===== src/rtl/mc0512_pkg.sv =====
// Shared types and defaults for the mc0512 core bus controller.
package mc0512_pkg;

    localparam int unsigned CNT_W = 8;
    localparam logic [19:0] ROM_BASE_DEFAULT = 20'hF0000;

    typedef enum logic [1:0] {
        ST_ISSUE,
        ST_WAIT,
        ST_DONE
    } state_t;

    typedef enum logic [1:0] {
        RGN_RAM,
        RGN_ROM,
        RGN_IO
    } region_t;

endpackage


===== src/rtl/mc0512_bus.sv =====
// Paces the 8088 core via cpu_ce and maps each core step onto one memory
// or I/O port access, with per-region wait states and an I/O read timeout.
module mc0512_bus
    import mc0512_pkg::*;
#(
    parameter int unsigned WS_RAM     = 0,
    parameter int unsigned WS_ROM     = 1,
    parameter logic [19:0] ROM_BASE   = ROM_BASE_DEFAULT,
    parameter int unsigned IO_TIMEOUT = 255
) (
    input  logic        clock,
    input  logic        reset,
    input  logic [19:0] cpu_address,
    input  logic [7:0]  cpu_out,
    input  logic        cpu_we,
    input  logic        cpu_pr,
    input  logic        cpu_pw,
    output logic [7:0]  cpu_in,
    output logic        cpu_ce,
    output logic [19:0] mem_address,
    output logic [7:0]  mem_wdata,
    output logic        mem_we,
    input  logic [7:0]  mem_rdata,
    output logic [15:0] io_address,
    output logic [7:0]  io_wdata,
    output logic        io_rd,
    output logic        io_wr,
    input  logic [7:0]  io_rdata,
    input  logic        io_ready,
    output logic        io_timeout
);

    localparam logic [CNT_W-1:0] LOAD_RAM = CNT_W'(WS_RAM);
    localparam logic [CNT_W-1:0] LOAD_ROM = CNT_W'(WS_ROM);
    // The ISSUE cycle counts toward the I/O budget, so WAIT holds one cycle less.
    localparam logic [CNT_W-1:0] LOAD_IO  = CNT_W'((IO_TIMEOUT > 1) ? (IO_TIMEOUT - 1) : 0);

    state_t           state;
    region_t          region;
    region_t          req_region;
    logic             rd_req;
    logic             armed;
    logic             issue;
    logic [CNT_W-1:0] cnt;
    logic [CNT_W-1:0] load;

    assign mem_address = cpu_address;
    assign mem_wdata   = cpu_out;
    assign io_address  = cpu_address[15:0];
    assign io_wdata    = cpu_out;

    // armed holds off the first ISSUE until one edge after reset releases.
    assign issue  = armed && (state == ST_ISSUE);
    assign mem_we = issue && cpu_we && (req_region == RGN_RAM);
    assign io_wr  = issue && cpu_pw;
    assign io_rd  = issue && cpu_pr && !cpu_pw;

    always_comb begin
        req_region = RGN_RAM;
        load       = LOAD_RAM;
        if (cpu_pw || cpu_pr) begin
            req_region = RGN_IO;
            load       = LOAD_IO;
        end else if (cpu_address >= ROM_BASE) begin
            req_region = RGN_ROM;
            load       = LOAD_ROM;
        end
    end

    always_ff @(posedge clock or posedge reset) begin
        if (reset) begin
            state      <= ST_ISSUE;
            region     <= RGN_RAM;
            rd_req     <= 1'b0;
            armed      <= 1'b0;
            cnt        <= '0;
            cpu_in     <= 8'h00;
            cpu_ce     <= 1'b0;
            io_timeout <= 1'b0;
        end else begin
            cpu_ce     <= 1'b0;
            io_timeout <= 1'b0;
            armed      <= 1'b1;
            case (state)
                ST_ISSUE: begin
                    if (armed) begin
                        region <= req_region;
                        rd_req <= cpu_pr && !cpu_pw;
                        cnt    <= load;
                        state  <= ST_WAIT;
                    end
                end
                ST_WAIT: begin
                    if (region != RGN_IO) begin
                        cpu_in <= mem_rdata;
                        if (cnt == '0) begin
                            state  <= ST_DONE;
                            cpu_ce <= 1'b1;
                        end else begin
                            cnt <= cnt - CNT_W'(1);
                        end
                    end else if (io_ready) begin
                        if (rd_req) cpu_in <= io_rdata;
                        state  <= ST_DONE;
                        cpu_ce <= 1'b1;
                    end else if (cnt <= CNT_W'(1)) begin
                        if (rd_req) cpu_in <= 8'hFF;
                        io_timeout <= 1'b1;
                        state      <= ST_DONE;
                        cpu_ce     <= 1'b1;
                    end else begin
                        cnt <= cnt - CNT_W'(1);
                    end
                end
                ST_DONE: state <= ST_ISSUE;
                default: state <= ST_ISSUE;
            endcase
        end
    end

endmodule

===== config.mk =====
export PLATFORM = sky130hd
export DESIGN_NAME = mc0512_bus
export DESIGN_NICKNAME = d
export VERILOG_FILES = /design/src/rtl/mc0512_pkg.sv /design/src/rtl/mc0512_bus.sv
export SDC_FILE = /design/constraint.sdc
export NUM_CORES = 1
export LEC_CHECK = 0
export CAP_MARGIN = 20
export CORE_UTILIZATION = 40
export DETAILED_ROUTE_END_ITERATION = 8
export PLACE_DENSITY_LB_ADDON = 0.08
export SLEW_MARGIN = 40
export SYNTH_ARGS = -nofsm -noshare
export SYNTH_HDL_FRONTEND = slang
export SYNTH_SLANG_ARGS = --single-unit

===== constraint.sdc =====
create_clock -name clock -period 5.65 [get_ports clock]
set_input_delay 0.565 -clock clock [delete_from_list [all_inputs] [get_ports clock]]
set_output_delay 0.565 -clock clock [all_outputs]
set_load 0.01 [all_outputs]

=== Word level (Yosys, flattened, before mapping) ===
Cells that the tools add are included.

* Flip-flop bits (word level): 24
* Output and inout bits: 65
* Word-level logic and storage cells: 67

* Add/subtract/negate cells: 1
* Magnitude comparators: 2
* Eq/ne operators: 8
* Mux-type cells: 29
* Reductions and logical operators: 19

{| class="wikitable"
|+ Operators by type and width
! cell !! count
|-
| 8-bit 2-to-1 mux || 11
|-
| 20-bit greater-or-equal comparator (second input constant) || 1
|-
| 8-bit one-hot mux with 2 select lines || 1
|-
| 2-bit 2-to-1 mux || 6
|-
| 3-bit inequality test (second input constant) || 4
|-
| 1-bit 2-to-1 mux || 10
|-
| 8-bit by 1-bit less-or-equal comparator with 1-bit output (second input constant) || 1
|-
| 8-bit logical NOT || 1
|-
| 8-bit by 1-bit subtractor with 8-bit output (second input constant) || 1
|-
| 1-bit logical AND || 7
|-
| 3-bit AND reduction || 2
|-
| 5-bit AND reduction || 1
|-
| 2-bit logical NOT || 2
|-
| 2-bit inequality test (second input constant) || 2
|-
| 4-bit inequality test (second input constant) || 1
|-
| 2-bit one-hot mux with 2 select lines || 1
|-
| 2-bit nonzero test || 2
|-
| 3-bit nonzero test || 1
|-
| 2-bit by 1-bit == test with 1-bit output (second input constant) || 1
|-
| 2-bit AND reduction || 1
|-
| 1-bit logical NOT || 1
|-
| 1-bit logical OR || 1
|}

=== Logic depth before layout (Yosys ltp) ===
Gate-level depths: netlist of the first run.

* Depth in word-level cells: 5
* Gate-level depth with buffers: 8

=== Worst setup path before layout of the first run ===
No wires, ideal clock.

* Path type: register to register
* Start point: reg cnt[2]
* End point: reg cnt[1]
* Library setup time: 0.125 ns
* Data arrival time: 2.121 ns
* Path slack: 3.404 ns
* Cell stages (with the launch flop): 7
* Period minus slack after synthesis: 2.246 ns
* Path through: dfrtp_1 > or4_4 > or4_4 > buf_6 > o21a_1 > buf_6 > mux2_4

* Cells in the longest elaborated chain, start to end: 3
* Elaborated cells on any way between the ends: 5
* Those cells by class: order compare (1); eq/ne (2); reduce/logical (2)

{| class="wikitable"
|+ Ends and longest elaborated chain
! item !! RTL line !! text
|-
| start: declaration || mc0512_bus.sv:44 || <nowiki>logic [CNT_W-1:0] cnt;</nowiki>
|-
| start signal: assignment || mc0512_bus.sv:89 || <nowiki>cnt <= load;</nowiki>
|-
| start signal: assignment || mc0512_bus.sv:100 || <nowiki>cnt <= cnt - CNT_W'(1);</nowiki>
|-
| start signal: assignment || mc0512_bus.sv:112 || <nowiki>cnt <= cnt - CNT_W'(1);</nowiki>
|-
| 8-bit by 1-bit less-or-equal comparator with 1-bit output / 8-bit logical NOT (equally long branches) || mc0512_bus.sv:106, mc0512_bus.sv:96 ||
|-
| 3-bit inequality test (no source line) || - ||
|-
| 5-bit AND reduction (no source line) (*) || - ||
|}

Mark *: on every way between the ends. The rest lies on a longest branch, timed or not.
A chain may end at the register's enable or synchronous reset.

==> flow_summary.json, run 1 <==
{
  "clock_sinks": 24,
  "synth_fp_nets": 249,
  "r2r_slack_ns": 3.31,
  "fin_util_pct": 45.77,
  "gp_congestion": 0.8550,
  "cpMostUsedCell": "clkdlybuf4s50_1",
  "min_period_ns": 3.272,
  "areaGrowthSynthToFinish_pct": 5.718,
  "final_nets": 237,
  "gr-total-overflow": 0,
  "htreeDepth": 1,
  "rsz0062_at_grt": "no",
  "synth_edf_count": 0,
  "boundaryPins": 115,
  "critical_path_depth": 5,
  "clk-insertion-delay-late_ns": 0.27,
  "grt_use_total_pct": 16.60,
  "wl_per_cell_um": 15.64,
  "synth-main-ff-cell": "dfrtp_1",
  "cts_tree": "yes",
  "endpoint": "io_wr",
  "slowest_delay_ns": 0.64,
  "avgSynthCellArea_um2": 9.108,
  "drive_gt1_share_pct": 11.96,
  "drv_slew": 0,
  "r2r_end": "cpu_in[1]",
  "crit_family": "buffers and inverters",
  "end_kind": "primary output",
  "core_area_um2": 4144,
  "syn_area_um2": 1794,
  "yosysUniqueCellTypes": 38,
  "status": "completed",
  "die-area_um2": 4758,
  "worst_pin_slew_ns": 0.5860,
  "yosysSeqAreaShare_pct": 33.47,
  "crit_slowest_cell": "clkdlybuf4s50_1",
  "r2r_start": "cnt[2]",
  "grt_max_degree": 25,
  "antenna_found_initial": 0,
  "die_h_um": 68.98,
  "final_common_cell": "clkdlybuf4s50_1",
  "maxCapViolations": 0,
  "hold_class": "flop to flop",
  "numCtsBuffers": 3,
  "num_vias": 1265,
  "grt_pass1_vias": 1229,
  "post-route-period-util_pct": 57.92,
  "power_leakage_nw": 0.8279,
  "fillers": 406,
  "synth_seq_cells": 24,
  "worst_setup_path_start_kind": "input pin",
  "setup-violations-final": 0,
  "critPathBufInv": 2,
  "crit_path_cell_trace": "clkdlybuf4s50_1 > and4b_1 > nor2_1 > and3_1 > clkdlybuf4s50_1",
  "async_flop_share_pct": 100.0,
  "dp_hpwl_um": 2617,
  "viasPerCell": 5.406,
  "crit_type": "input pin to primary output",
  "hold_viol": 0,
  "firstDrtPassIters": 6,
  "placementRows": 23,
  "cts_max_path_buffers": 2,
  "routed_wl_um": 3660,
  "critPathArrivalTime_ns": 2.71,
  "tns_ns": 0,
  "antenna_cells": 0,
  "drtIter0Drc": 66,
  "post_cts_buffers": 0,
  "stdcell_count": 234,
  "synth_warnings": 0,
  "crit_fanout": 12,
  "io_buffer_count": 42,
  "r2r_cells": 4,
  "cts.repair.resized": 0,
  "startpoint": "io_ready",
  "clkTransAtPathRegs_ns": 0.09,
  "cts-root-buf": "clkbuf_8",
  "synth_cells": 197,
  "max_freq_ghz": 0.3056,
  "worst_hold_slack_ns": 0.5010,
  "final_cell_mix": "clkdlybuf4s50_1 (42), dfrtp_1 (24), inv_1 (14), nor2_1 (14)",
  "clock_skew_ns": 0.005613,
  "fp.dieW_um": 68.98,
  "cp.required_ns": 5.09,
  "ir_worst_vdd_mv": 0.1362,
  "drc": 0,
  "cts_hold_buf": 0,
  "grt_pass1_wl_um": 5754,
  "p_per_area_nw_per_um2": 489.6,
  "initial_core_util_pct": 43.30,
  "antenna_left": 0,
  "maxSlewHeadroom_pct": 60.52,
  "dp.cells": 230
}
## worst min-delay path by stage
stage,start,end,depth (start not counted)
finish,rd_req,rd_req,1
CTS,rd_req,rd_req,1
detailed placement,rd_req,rd_req,1
global route,rd_req,rd_req,1
floorplan,rd_req,rd_req,1
global placement,rd_req,rd_req,1
## logic make-up after synthesis
family          after synthesis  synth area share, %
compound gates               39                15.27
fa+ha+maj                     2                1.394
buf+inv                      75                27.82
flops                        24                33.47
mux                           9                7.531
other cells                   1               0.2090
simple gates                 47                14.30
## stage by stage
stage / total power, mW / setup slack, ns / area, µm²
finish: 0.9286 / 2.378 / 1897
global route: 0.9958 / 2.237 / 1897
CTS: 0.9301 / 2.386 / 1897
detailed placement: 0.8082 / 2.403 / 1842
global placement: 0.8062 / 2.430 / 1842
floorplan: 0.6966 / 3.404 / 1794
## Yosys cell counts, types with 3 or more instances
master | n | area share, %
o211ai_1 | 4 | 1.7
buf_6 | 3 | 1.9
buf_4 | 52 | 22
a31oi_1 | 10 | 3.5
nor2b_1 | 3 | 1.0
nand2_1 | 10 | 2.1
clkbuf_1 | 5 | 1.0
dfrtp_1 | 24 | 33
mux2_4 | 9 | 7.5
inv_1 | 15 | 3.1
a22oi_1 | 3 | 1.3
nor2_1 | 14 | 2.9
o31ai_1 | 4 | 1.7
o21ai_0 | 7 | 2.0
## flip-flops by register name, summed over array words and instances (netlist names)
register,flops
rd_req,1
state,2
io_timeout,1
cpu_in,8
armed,1
region,2
cnt,8
cpu_ce,1
## where the power goes
group / internal [mW] / leakage, nW / switching [mW]
Combinational: 0.261 / 0.520 / 0.245
Sequential: 0.245 / 0.279 / 0.0590
Clock: 0.0624 / 0.0288 / 0.0563
## cell type report
type                            instances  area [µm²]  share of cell area, %
Clock buffer                            4       55.05                  2.902
Sequential cell                        24       600.6                  31.66
Inverter                               15       56.30                  2.968
Timing Repair Buffer                   43       427.9                  22.56
Tap cell                               50       62.56                  3.298
Multi-Input combinational cell         98       694.4                  36.61
## per-layer routing
| metal | vias up | GRT usage (%) | wire length [µm] |
|---|---|---|---|
| met5 | - | 0 | 0 |
| met4 | 0 | 8.163 | 71 |
| met3 | 10 | 4.934 | 351 |
| li1 | 601 | - | - |
| met1 | 587 | 19.53 | 1636 |
| met2 | 67 | 27.31 | 1601 |
Note: power is estimated with default switching activity, not from simulation.
==> run 2, diff against run 1 <==
- CORE_UTILIZATION: 40 -> 33
- clock period: 5.65 -> 2.77 ns (I/O delays scaled with it)
==> flow_summary.json, run 2 (synthesis gave the netlist of run 1 again) <==
{
  "maxCapViolations": 0,
  "hold_class": "input pin to asynchronous set/reset pin",
  "maxSlewHeadroom_pct": 64.55,
  "cts_max_path_buffers": 2,
  "core_area_um2": 5172,
  "cts-root-buf": "clkbuf_8",
  "largestRegisters": "cnt x8, cpu_in x8",
  "clock_sinks": 24,
  "final_cell_mix": "clkdlybuf4s50_1 (42), dfrtp_1 (24), inv_1 (14), nor2_1 (14)",
  "grt_max_degree": 25,
  "crit_type": "flop to primary output",
  "gp_congestion": 0.8241,
  "p_per_area_nw_per_um2": 1014,
  "max_freq_ghz": 0.4005,
  "final_common_cell": "clkdlybuf4s50_1",
  "grt_pass1_vias": 1215,
  "initial_core_util_pct": 34.69,
  "cts_hold_buf": 0,
  "ir_worst_vdd_mv": 0.4087,
  "fp.dieW_um": 75.74,
  "crit_fanout": 9,
  "areaGrowthSynthToFinish_pct": 8.856,
  "clk-insertion-delay-late_ns": 0.27,
  "rsz0062_at_grt": "no",
  "status": "completed",
  "busiest_layer": "met2",
  "end_kind": "primary output",
  "placementRows": 26,
  "grt_pass1_wl_um": 5844,
  "hold_viol": 0,
  "min_period_ns": 2.497,
  "critPathArrivalTime_ns": 2.22,
  "worst_pin_slew_ns": 0.5262,
  "gr-usage-met1_pct": 17.22,
  "setup-violations-final": 0,
  "clock_skew_ns": 0.004084,
  "setup_slack_ns": 0.2733,
  "antenna_left": 0,
  "io_buffer_count": 42,
  "cts_tree": "yes",
  "viasPerCell": 5.012,
  "worst_setup_path_start_kind": "flop",
  "tns_ns": 0,
  "grt_use_total_pct": 13.73,
  "antenna_cells": 0,
  "routed_wl_um": 3757,
  "drtIter0Drc": 63,
  "firstDrtPassIters": 4,
  "drive_gt1_share_pct": 12.90,
  "cts.repair.resized": 0,
  "drv_slew": 0,
  "die_h_um": 75.74,
  "htreeDepth": 1,
  "final_nets": 239,
  "power_leakage_nw": 0.8443,
  "boundaryPins": 115,
  "post-route-period-util_pct": 90.13,
  "numCtsBuffers": 3,
  "dp_hpwl_um": 2808,
  "antenna_found_initial": 0,
  "post_cts_buffers": 0,
  "clkTransAtPathRegs_ns": 0.09,
  "cp.required_ns": 2.49,
  "wl_per_cell_um": 14.68,
  "use_met2_pct": 22.72,
  "gr-total-overflow": 0,
  "pre_cts_ws_ns": 0.4274,
  "grt_use_met3_pct": 3.968,
  "drc": 0,
  "die-area_um2": 5736,
  "num_vias": 1283
}
-- run 2: final cells by class --
type / instances / area (µm²)
clock buffers: 3 / 41.29
fillers: 492 / 3219
clock inverters: 1 / 30.03
well taps: 70 / 87.58
multi-input cells: 98 / 694.4
inverters: 15 / 56.30
flip-flops and latches: 24 / 600.6
repair buffers: 45 / 442.9
-- run 2: where the power goes --
part	leakage, nW	internal [mW]	switching (mW)
combinational	0.530	0.545	0.512
clock	0.0357	0.193	0.117
sequential	0.279	0.499	0.115
-- run 2: per-stage QoR --
stage / util, % / power, mW / instance area (µm²) / hold WS (ns) / std cells
floorplan: - / 1.421 / 1794 / 0.2916 / 197
global placement: 36.38 / 1.676 / 1882 / 0.4807 / 252
detailed placement: 36.38 / 1.677 / 1882 / 0.4839 / 252
CTS: 37.76 / 1.994 / 1953 / 0.3837 / 256
global route: 37.76 / 2.133 / 1953 / 0.3983 / 256
finish: 37.76 / 1.981 / 1953 / 0.3573 / 256
-- run 2: final timing paths --
kind | start | endpoint | slack [ns] | depth (start not counted)
max reg2reg | cnt[2] | cpu_in[3] | 0.43 | 4
max | state[0] | io_rd | 0.27 | 3
min | reset | cpu_in[1] | 0.36 | 2
min reg2reg | rd_req | rd_req | 0.50 | 1
max in group asynchronous | reset | cnt[5] | 2.07 | 2
min in group clock | rd_req | rd_req | 0.50 | 1
-- run 2: routing by layer --
metal  up-vias  part of all wire, %
met4         0                  2.0
li1        603                    -
met5         -                    0
met2        78                   44
met1       584                   46
met3        18                  7.7
-- run 2: worst max-delay path: stages, from the launching register on --
cell and delay (ns):
dfrtp_1 0.41, or3b_2 0.58, nor3b_1 0.35, clkdlybuf4s50_1 0.61
